<file path="config.mk">
export PLATFORM = sky130hd
export DESIGN_NAME = toggle_div_ctrl
export DESIGN_NICKNAME = d
export VERILOG_FILES = /design/src/rtl/toggle_div_pkg.sv /design/src/rtl/toggle_stage.sv /design/src/rtl/toggle_div_ctrl.sv
export SDC_FILE = /design/constraint.sdc
export NUM_CORES = 1
export LEC_CHECK = 0
export CAP_MARGIN = 0
export CORE_AREA = 5 5 42 44
export CTS_BUF_LIST = sky130_fd_sc_hd__clkbuf_4 sky130_fd_sc_hd__clkbuf_8
export CTS_CLUSTER_DIAMETER = 50
export DETAILED_ROUTE_END_ITERATION = 8
export DIE_AREA = 0 0 47 49
export GPL_TIMING_DRIVEN = 0
export PLACE_DENSITY = 0.7
export SLEW_MARGIN = 20
export SYNTH_ARGS = -nofsm -noshare
export SYNTH_HDL_FRONTEND = slang
export SYNTH_HIERARCHICAL = 1
export SYNTH_SLANG_ARGS = --single-unit
</file>
<file path="constraint.sdc">
create_clock -name clk_i -period 1.2 [get_ports clk_i]
set_input_delay 0.24 -clock clk_i [delete_from_list [all_inputs] [get_ports clk_i]]
set_output_delay 0.24 -clock clk_i [all_outputs]
set_load 0.02 [all_outputs]
</file>
<file path="src/rtl/toggle_div_pkg.sv">
// Shared types and constants for the toggle divider controller:
// FSM state encoding, prescaler/select widths and the tick mask helper.
package toggle_div_pkg;

  localparam int PCNT_W = 4;
  localparam int SEL_W  = 2;

  typedef enum logic [1:0] {
    IDLE,
    RUN,
    DONE
  } state_e;

  // Low sel+1 bits set: the prescaler pattern that ends one divided period.
  function automatic logic [PCNT_W-1:0] tick_mask(input logic [SEL_W-1:0] sel);
    return PCNT_W'((2 << sel) - 1);
  endfunction

endpackage

</file>
<file path="src/rtl/toggle_stage.sv">
// One prescaler bit: T flip-flop that toggles when en_i is high,
// cleared asynchronously by the active-low reset.
module toggle_stage (
  input  logic clk_i,
  input  logic rst_ni,
  input  logic en_i,
  output logic q_o
);

  always_ff @(posedge clk_i or negedge rst_ni) begin
    if (!rst_ni) begin
      q_o <= 1'b0;
    end else if (en_i) begin
      q_o <= ~q_o;
    end
  end

endmodule

</file>
<file path="src/rtl/toggle_div_ctrl.sv">
// Clock-enable style divider (/2../16) with continuous and one-shot modes.
// One-shot support (mode, count_n, DONE) is built only with TOGGLE_DIV_ONESHOT_EN.
module toggle_div_ctrl
  import toggle_div_pkg::*;
#(
  parameter int CNT_W = 8
) (
  input  logic             clk_i,
  input  logic             rst_ni,
  input  logic             start_i,
  input  logic             stop_i,
  input  logic [SEL_W-1:0] div_sel_i,
  input  logic             mode_i,
  input  logic [CNT_W-1:0] count_n_i,
  output logic             div_out_o,
  output logic             tick_o,
  output logic             busy_o,
  output logic             done_o
);

  state_e              state_q;
  logic [SEL_W-1:0]    sel_q;
  logic [PCNT_W-1:0]   pcnt_q;
  logic [PCNT_W-1:0]   stage_en;
  logic [PCNT_W-1:0]   carry;
  logic [PCNT_W-1:0]   mask;
  logic                run;
  logic                tick_hit;
  logic                pcnt_clr;

`ifdef TOGGLE_DIV_ONESHOT_EN
  logic                mode_q;
  logic [CNT_W-1:0]    rem_q;
`else
  logic                unused_oneshot;
  assign unused_oneshot = ^{mode_i, count_n_i};
`endif

  assign run      = (state_q == RUN);
  assign mask     = tick_mask(sel_q);
  assign tick_hit = run && ((pcnt_q & mask) == mask);
  assign pcnt_clr = !run || stop_i;

  // Clearing reuses the toggle enables: flipping every set bit zeroes the counter.
  assign carry[0] = 1'b1;
  for (genvar i = 0; i < PCNT_W; i++) begin : g_stage
    if (i + 1 < PCNT_W) begin : g_carry
      assign carry[i+1] = carry[i] & pcnt_q[i];
    end
    assign stage_en[i] = pcnt_clr ? pcnt_q[i] : carry[i];
    toggle_stage u_stage (
      .clk_i  (clk_i),
      .rst_ni (rst_ni),
      .en_i   (stage_en[i]),
      .q_o    (pcnt_q[i])
    );
  end

  always_ff @(posedge clk_i or negedge rst_ni) begin
    if (!rst_ni) begin
      state_q <= IDLE;
      sel_q   <= '0;
`ifdef TOGGLE_DIV_ONESHOT_EN
      mode_q  <= 1'b0;
      rem_q   <= '0;
`endif
    end else begin
      case (state_q)
        IDLE: begin
          if (start_i && !stop_i) begin
            state_q <= RUN;
            sel_q   <= div_sel_i;
`ifdef TOGGLE_DIV_ONESHOT_EN
            mode_q  <= mode_i;
            rem_q   <= count_n_i;
`endif
          end
        end
        RUN: begin
          if (stop_i) begin
            state_q <= IDLE;
`ifdef TOGGLE_DIV_ONESHOT_EN
            rem_q   <= '0;
`endif
          end
`ifdef TOGGLE_DIV_ONESHOT_EN
          // A zero count finishes at once; otherwise the tick taking rem to zero ends the run.
          else if (mode_q) begin
            if (rem_q == '0) begin
              state_q <= DONE;
            end else if (tick_hit) begin
              rem_q <= rem_q - CNT_W'(1);
              if (rem_q == CNT_W'(1)) begin
                state_q <= DONE;
              end
            end
          end
`endif
        end
        DONE:    state_q <= IDLE;
        default: state_q <= IDLE;
      endcase
    end
  end

  assign busy_o    = run;
  assign div_out_o = run && pcnt_q[sel_q];
  assign tick_o    = tick_hit && !stop_i;
`ifdef TOGGLE_DIV_ONESHOT_EN
  assign done_o    = (state_q == DONE);
`else
  assign done_o    = 1'b0;
`endif

endmodule

</file>
==> reports/results.txt <==
Net Count, Synth: 51
Place WS: -0.7557 ns
All-Layer GR Usage: 0.08150
Final worst path period share: 1.362
Placer Congestion: 0.6668
First-pass GRT wire length: 1.248 mm
Top-count cell post-synth: dfrtp_1
First-pass iteration count of the detailed router: 2
TritonCTS Sinks: 7
PortBufs: 8
CP Class: flip-flop to output pin
Clk_lat worst skew: 0.26 ns
Avg Vias per Cell: 4.343
Crit path time final: 1.635 ns
CP Data Arrival Time: 1.39 ns
Ports: 19
Diode count: 0
Die Area: 0.002303 mm2
Cell Area, Synth: 366.6 um2
Dpl cells: 60
Crit-path max FO: 4
Crit end category: output pin
Crit path required time: 0.96 ns
P&R area growth vs syn: 53.92%
Clk Tree Root Cell: clkbuf_4
Reg-to-reg slack, setup: 0.04 ns
Routed vias: 304
Initial antenna violation count: 0
Critical Path Source Type: flip-flop
Drt wl/cell: 11.81 um
Layout cells sized above 1: 0.3889
Final hold slack: 0.2463 ns
Seq/Total Area, Yosys: 0.4778
Maximum VDD drop: 614.9 uV
Die W: 47 um
Post-synth EDFFs: 0
Final setup vio count: 2
Min setup slack post-route: -0.4347 ns
H-tree lvl count: 1
Cts bufs inserted: 3
Synthesized flop and latch total: 7
Dominant cells by area after synthesis: dfrtp_1 48%, xor2_1 9.6%, mux4_2 6.1%
Worst-path clk slew: 0.06 ns
Hold Violations, Final: 0
Status: complete, but fails checks
Dpl hpwl: 519.1 um
Post-DRT Antenna Nets: 0
Cell Chain, Critical Path: mux4_2 > and2_4 > buf_6
Failing checks: negative setup slack
Routed WL: 827 um
Synthesis Warnings: 6
Vias in the first global route: 320
HP Class: input port to asynchronous set/reset pin
Final core utilization: 0.4027
Core Area: 0.001401 mm2
Row Count: 14
Post-synth top area cell: dfrtp_1
Mapped Cells: 36
Unrepaired setup endpoints after global routing: true
Area share of the largest cell type after synthesis: 0.4778
Avg Cell Area, Syn: 10.18 um2
Maximum clock path buffer count: 2
GR Overflow Total: 0
Nets@finish: 70
Final Slew Violations: 0
Max cap viols: 0
PD cells: 2094 mW/mm2
Fmax: 0.6117 GHz
Final Non-Filler Cells: 70
Largest net degree at the start of global routing: 8
Crit-path max cell delay: 0.47 ns
Dominant synthesized flop cell: dfrtp_1
Top post-synthesis cells by count: 7 x dfrtp_1, 5 x nand2_1, 5 x nor2_1, 4 x xor2_1, 3 x o21ai_0
Asr flop ratio synth: 1.000
Slowest CP cell: mux4_2
Starting Density: 0.2616
LEAKAGE: 0.2721 nW
DRC Markers: 0
Yosys cell types: 16
Final Skew: 0.005733 ns
CTS tree: yes
Initial DRC count: 4
Die H: 49 um
==> flip-flops by register name, indices dropped and copies added, names as in the netlist <==
signal,cells
state_q,1
g_stage.u_stage/q_o,4
sel_q,2
==> per-layer routing <==
metal | global-route usage | up-vias | wire [um]
met1 | 0.07848 | 139 | 325
met3 | 0.04797 | 4 | 76
li1 | - | 152 | -
met2 | 0.1176 | 9 | 408
met5 | 0 | - | 0
met4 | 0.06912 | 0 | 17
==> cell families after synthesis <==
kind of cell / count (synthesis) / synth area share
mux: 2 / 0.09214
xor+xnor: 4 / 0.09555
buf+inv: 2 / 0.03071
other cells: 1 / 0.01023
flops: 7 / 0.4778
simple gates: 15 / 0.2082
compound gates: 5 / 0.08532
==> path summary, 6_finish.rpt <==
kind / from / to / cells past startpoint
worst max register to register: state_q[0] / sel_q[1] / 2
worst min-delay path: rst_ni / sel_q[1] / 1
min in group clk_i: stop_i / state_q[0] / 2
max in group asynchronous: rst_ni / state_q[0] / 1
worst min register to register: g_stage[1].u_stage/q_o / g_stage[1].u_stage/q_o / 2
worst max-delay path: g_stage[3].u_stage/q_o / div_out_o / 3
==> area by class of cell <==
cell class	instances	area, um2
Sequential cell	7	176.4
Inverter	1	3.754
Fill cell	141	837.1
Timing Repair Buffer	14	121.4
Clock buffer	4	30.03
Buffer	1	7.507
Tap cell	16	20.02
Multi-Input combinational cell	27	205.2
==> cells in the final DEF (no fill, tap or decap), types with 3 or more instances in the layout <==
| cell type | n |
|---|---|
| nand2_1 | 5 |
| dfrtp_1 | 6 |
| o21ai_0 | 3 |
| nor2_1 | 5 |
| clkdlybuf4s50_1 | 4 |
| buf_4 | 8 |
| xor2_1 | 4 |
| clkbuf_4 | 4 |
==> worst max-delay path: cells and delay by family, from the launching register on <==
kind | cells | cell delay [ns]
buf+inv | 1 | 0.12
flops | 1 | 0.41
mux | 1 | 0.47
simple gates | 1 | 0.15
==> what timing repair did <==
item,in CTS,in global routing
pin swaps,2,0
hold buffers,0,0
endpoints found under the setup margin,4,4
resized for setup,18,3
buffers inserted,3,3
==> metrics by stage <==
stage               TNS [ns]  area [um2]  power, mW
floorplan            -0.1149       374.1     0.6789
global route         -0.9383       564.3      1.261
global placement      -2.642       474.2     0.7634
CTS                  -0.8042       529.3      1.092
finish               -0.8069       564.3      1.182
detailed placement    -2.588       474.2     0.7800
==> power breakdown <==
group | switching (mW) | leakage, nW | internal, mW
logic | 0.229 | 0.172 | 0.311
registers | 0.0695 | 0.0820 | 0.328
clock network | 0.0947 | 0.0184 | 0.150
(Power assumes the default switching activity.)
